[config.mk]
export PLATFORM = sky130hd
export DESIGN_NAME = store_rmw_unit
export DESIGN_NICKNAME = d
export VERILOG_FILES = /design/src/rtl/store_rmw_unit_pkg.sv /design/src/rtl/store_rmw_unit_merge.sv /design/src/rtl/store_rmw_unit.sv
export SDC_FILE = /design/constraint.sdc
export NUM_CORES = 1
export LEC_CHECK = 0
export ABC_AREA = 0
export CORE_ASPECT_RATIO = 0.6
export CORE_MARGIN = 4
export CORE_UTILIZATION = 40
export DETAILED_ROUTE_END_ITERATION = 10
export PLACE_DENSITY = 0.73
export SYNTH_ARGS = -nofsm -noshare
export SYNTH_HDL_FRONTEND = slang
export SYNTH_SLANG_ARGS = --single-unit
[constraint.sdc]
create_clock -name clk -period 2 [get_ports clk]
set_clock_uncertainty 0.15 [all_clocks]
set_input_delay 0.3 -clock clk [delete_from_list [all_inputs] [get_ports clk]]
set_output_delay 0.3 -clock clk [all_outputs]
set_load 0.05 [all_outputs]
[src/rtl/store_rmw_unit_pkg.sv]
// Shared types for the store read-modify-write unit: access size encoding,
// FSM states and the sub-word alignment rule.
package store_rmw_unit_pkg;

    typedef enum logic [1:0] {
        SZ_B = 2'b00,
        SZ_H = 2'b01,
        SZ_W = 2'b10
    } mem_size_e;

    typedef enum logic [1:0] {
        ST_IDLE = 2'b00,
        ST_RD   = 2'b01,
        ST_WR   = 2'b10
    } rmw_state_e;

    // Halves must sit on even bytes, words on word boundaries; 2'b11 is never legal.
    function automatic logic is_misaligned(input logic [1:0] size, input logic [1:0] addr_lo);
        logic mis;
        case (size)
            SZ_B:    mis = 1'b0;
            SZ_H:    mis = addr_lo[0];
            SZ_W:    mis = (addr_lo != 2'b00);
            default: mis = 1'b1;
        endcase
        return mis;
    endfunction

endpackage

[src/rtl/store_rmw_unit_merge.sv]
// store_merge: combinational little-endian lane insert of store data into the
// old memory word, plus the misalignment flag for the same request.
module store_merge
    import store_rmw_unit_pkg::*;
(
    input  logic [31:0] old_word,
    input  logic [31:0] data,
    input  logic [1:0]  addr_lo,
    input  logic [1:0]  size,
    output logic [31:0] new_word,
    output logic        misaligned
);

    // Replace only the addressed lane; everything else keeps the old word.
    always_comb begin
        new_word = old_word;
        case (size)
            SZ_B:    new_word[{addr_lo, 3'b000} +: 8]     = data[7:0];
            SZ_H:    new_word[{addr_lo[1], 4'b0000} +: 16] = data[15:0];
            SZ_W:    new_word                              = data;
            default: new_word                              = old_word;
        endcase
    end

    assign misaligned = is_misaligned(size, addr_lo);

endmodule

[src/rtl/store_rmw_unit.sv]
// store_rmw_unit: sb/sh/sw via read-modify-write on a word memory without byte
// enables. Optional macro STORE_RMW_WORD_BYPASS_EN lets aligned sw skip the read.
module store_rmw_unit
    import store_rmw_unit_pkg::*;
(
    input  logic        clk,
    input  logic        rst,
    input  logic        req_valid,
    output logic        req_ready,
    input  logic [31:0] req_addr,
    input  logic [31:0] req_data,
    input  logic [1:0]  req_size,
    output logic [31:0] mem_addr,
    input  logic [31:0] mem_rd_data,
    output logic [31:0] mem_wd_data,
    output logic        mem_we,
    output logic        done,
    output logic        err
);

    rmw_state_e  state_r, state_nxt_s;
    logic [31:0] addr_r, data_r;
    logic [1:0]  size_r;
    logic        mem_we_r, done_r, err_r;
    logic        we_nxt_s, done_nxt_s, err_nxt_s, accept_s;
    logic        req_mis_s, bypass_s, mrg_mis_s;
    logic [31:0] merged_s;

    assign req_mis_s = is_misaligned(req_size, req_addr[1:0]);

`ifdef STORE_RMW_WORD_BYPASS_EN
    assign bypass_s = (req_size == SZ_W);
`else
    assign bypass_s = 1'b0;
`endif

    store_merge u_merge (
        .old_word   (mem_rd_data),
        .data       (data_r),
        .addr_lo    (addr_r[1:0]),
        .size       (size_r),
        .new_word   (merged_s),
        .misaligned (mrg_mis_s)
    );

    // Next state plus next values of the registered strobes, so the strobes
    // are flop outputs aligned exactly with the WR state.
    always_comb begin
        state_nxt_s = state_r;
        accept_s    = 1'b0;
        we_nxt_s    = 1'b0;
        done_nxt_s  = 1'b0;
        err_nxt_s   = 1'b0;
        case (state_r)
            ST_IDLE: begin
                if (req_valid) begin
                    accept_s = 1'b1;
                    if (req_mis_s) begin
                        state_nxt_s = ST_WR;
                        done_nxt_s  = 1'b1;
                        err_nxt_s   = 1'b1;
                    end else if (bypass_s) begin
                        state_nxt_s = ST_WR;
                        done_nxt_s  = 1'b1;
                        we_nxt_s    = 1'b1;
                    end else begin
                        state_nxt_s = ST_RD;
                    end
                end else begin
                    state_nxt_s = ST_IDLE;
                end
            end
            ST_RD: begin
                state_nxt_s = ST_WR;
                done_nxt_s  = 1'b1;
                we_nxt_s    = !mrg_mis_s;
                err_nxt_s   = mrg_mis_s;
            end
            ST_WR:   state_nxt_s = ST_IDLE;
            default: state_nxt_s = ST_IDLE;
        endcase
    end

    // State, strobes and the latched request; reset drops any store in flight.
    always_ff @(posedge clk or posedge rst) begin
        if (rst) begin
            state_r  <= ST_IDLE;
            mem_we_r <= 1'b0;
            done_r   <= 1'b0;
            err_r    <= 1'b0;
            addr_r   <= 32'h0000_0000;
            data_r   <= 32'h0000_0000;
            size_r   <= 2'b00;
        end else begin
            state_r  <= state_nxt_s;
            mem_we_r <= we_nxt_s;
            done_r   <= done_nxt_s;
            err_r    <= err_nxt_s;
            if (accept_s) begin
                addr_r <= req_addr;
                data_r <= req_data;
                size_r <= req_size;
            end
        end
    end

    assign req_ready   = (state_r == ST_IDLE) && !rst;
    assign mem_addr    = {addr_r[31:2], 2'b00};
    // Read data only arrives in WR, so the merge result cannot be registered.
    assign mem_wd_data = mem_we_r ? merged_s : 32'h0000_0000;
    assign mem_we      = mem_we_r;
    assign done        = done_r;
    assign err         = err_r;

endmodule

==> results.md <==
* Die area at 0.0126 mm²
* Number of synthesized flops with an enable pin at 0
* Io pins at 169
* Layout fillers at 727
* Area of the mapped netlist at 0.00432 mm²
* Place WS at -0.271 ns
* Ranking of synthesized cells by area: dfrtp_1 41%, mux2_2 17%, buf_4 6.1%, nand2_1 4.1%, a221oi_1 2.8%
* Core ar. at 0.0106 mm²
* # rows at 29
* Skew-Pair Late Insertion Delay at 0.33 ns
* Fmax at 387 MHz
* Post-synth ARST share at 100%
* Setup ws final at -0.587 ns
* Root buffer selected by CTS: clkbuf_16
* Final Util at 70.2%
* Worst path required time at 1.55 ns
* Vias in the first global route at 3978
* Post-synth top area cell: dfrtp_1
* CP Launch Type: flip-flop
* Initial DRC count at 194
* Residual DRC at 0
* CP Capture Type: output pin
* GRT overflow at 0
* Max_cap viols at 0
* Setup TNS at -17.29 ns
* Avg Synthesized Cell Area at 10.6 µm²
* H-tree depth at 3
* RSZ-0062 raised after global routing: yes
* Leak at 2.89 nW
* Final ANT Viol Nets at 0
* Share of cells above drive strength 1 at 43.4%
* CTS hold repair buffers at 0
* Max clock buf depth at 2
* Post-synth top area share at 40.6%
* Netlist cell types at 44
* Tcrit/Tclk final at 129%
* Final Max Tran Viols at 0
* VDD IR max at 719 µV
* Largest net degree at the start of global routing at 41
* Max-slew headroom at 64.0%
* Top post-synthesis cells by count: 70 x dfrtp_1, 65 x mux2_2, 47 x nand2_1
* First-pass GRT wire length at 21.8 mm
* Hpwl dp at 10.6 mm
* Worst Path Arrival at 2.14 ns
* PD cells at 1030 mW/mm²
* Initial antenna violation count at 0
* Initial Util at 40.9%
* N_diodes at 0
* Pre-antenna DRT Iters at 5
* CP max FO at 8
* Clock sink count at 70
* Outcome: finished, violations left
* Final Hold Viols at 0
* Gr usage total at 22.4%
* Wire length per cell at 19.2 µm
* Port bufs at 166
* Post-route minimum period at 2.59 ns
* Register area share after synthesis at 40.6%
* Synth Warn # at 0
* HP Class: input pin to async pin
* Setup CP Type: flip-flop to output pin
* CTS Buf Count at 9
* Failing checks: setup timing
* Area grow syn2layout at 71.7%
* Die Y at 88.5 µm
* Reg clk slew, reported paths at 0.06 ns
* Vias/cell at 5.37
* Worst-Margin Slew at 0.539 ns
* Synth Instances at 407
* # setup viols final at 32
* Final WL at 13.8 mm
* Die W at 142 µm
* Final nets at 679
* Hold WS at 0.271 ns
* Most used DFF post-synth: dfrtp_1
* Top-count cell post-synth: dfrtp_1
* Global placement routability congestion at 0.910
* CTS tree: built
* Routed via count at 3847
* #FFs+latches synth at 70
[stage by stage]
step | instances | power (W) | cell area (µm²)
5_1_grt | 717 | 0.00805 | 7410
3_5_place_dp | 699 | 0.00595 | 6940
2_1_floorplan | 408 | 0.00477 | 4830
6_report | 717 | 0.00765 | 7410
3_3_place_gp | 699 | 0.00587 | 6940
4_1_cts | 717 | 0.00765 | 7360
[layout by cell type (no fill, tap or decap), types with 3 or more instances in the layout]
| cell | Yosys | routed |
|---|---|---|
| nor2b_4 | 0 | 13 |
| o221ai_4 | 0 | 9 |
| buf_4 | 35 | 38 |
| mux2_2 | 65 | 64 |
| a22oi_2 | 0 | 11 |
| clkbuf_16 | 0 | 9 |
| o21ai_0 | 12 | 12 |
| a31o_2 | 7 | 7 |
| a21o_1 | 3 | 3 |
| a22oi_1 | 16 | 5 |
| a31oi_1 | 6 | 6 |
| nand2_2 | 1 | 8 |
| buf_12 | 0 | 35 |
| nand3b_1 | 14 | 14 |
| nor2b_1 | 16 | 3 |
| dfrtp_1 | 70 | 66 |
| clkinv_4 | 0 | 4 |
| mux2i_1 | 11 | 11 |
| inv_1 | 12 | 9 |
| dfrtp_2 | 0 | 4 |
| clkdlybuf4s50_1 | 0 | 129 |
| a21boi_4 | 0 | 9 |
| a221oi_2 | 0 | 3 |
| a21oi_1 | 5 | 5 |
| a221oi_4 | 0 | 5 |
| buf_6 | 5 | 7 |
| nand2_1 | 47 | 39 |
| a221oi_1 | 14 | 6 |
[final cells by class]
class,instances,area [µm²],area share (%)
well taps,139,174,2.35
clock buffers,10,239,3.23
flip-flops and latches,70,1760,23.7
repair buffers,211,2380,32.1
inverters,13,62.6,0.844
clock inverters,6,53.8,0.726
multi-input cells,268,2740,37.0
[cells by family after synthesis]
logic type / share of synthesized area (%)
simple gates: 12.6
compound gates: 15.4
mux: 19.5
buf+inv: 10.4
flops: 40.6
fa+ha+maj: 1.45
other cells: 0.0869
[worst max-delay path, stage by stage (launching register included)]
cell and delay (ns):
dfrtp_1 0.42, inv_4 0.08, ha_4 0.20, or3b_4 0.38, a22oi_4 0.16, buf_12 0.15, a22oi_2 0.09, nor2b_4 0.16
buf_12 0.14
[path summary, 6_finish.rpt]
path / from / end / slack, ns / cells past startpoint
setup / recovery: addr_r[1] / mem_wd_data[5] / -0.59 / 8
hold / removal: rst / data_r[31] / 0.27 / 3
setup reg to reg: done / addr_r[2] / 0.32 / 3
hold reg to reg: addr_r[25] / addr_r[25] / 0.35 / 1
max in group asynchronous: rst / addr_r[5] / 1.07 / 3
min in group clk: addr_r[25] / addr_r[25] / 0.35 / 1
[layer usage]
| layer | track usage, % | routed length (µm) | part of all wire, % | vias to the layer above |
|---|---|---|---|---|
| met2 | 34.4 | 6130 | 45 | 160 |
| li1 | - | - | - | 1781 |
| met5 | 0 | 0 | 0 | - |
| met4 | 4.44 | 94 | 0.68 | 0 |
| met1 | 32.0 | 6360 | 46 | 1896 |
| met3 | 6.32 | 1190 | 8.7 | 10 |
[sequential cells by signal, indices dropped and copies added (netlist names)]
register  flops
addr_r       32
mem_we        1
size_r        2
err           1
done          1
data_r       32
state_r       1
[where the power goes]
| group | internal [W] | switching [W] |
|---|---|---|
| clock network | 0.000892 | 0.000646 |
| registers | 0.00177 | 0.000391 |
| logic | 0.00183 | 0.00213 |
[timing repair]
item	CTS	global route
buffers inserted	2	0
endpoints found under the setup margin	32	34
gates resized for setup	23	12
pin swaps	9	6
No activity file was read; power rests on OpenSTA's default activity.
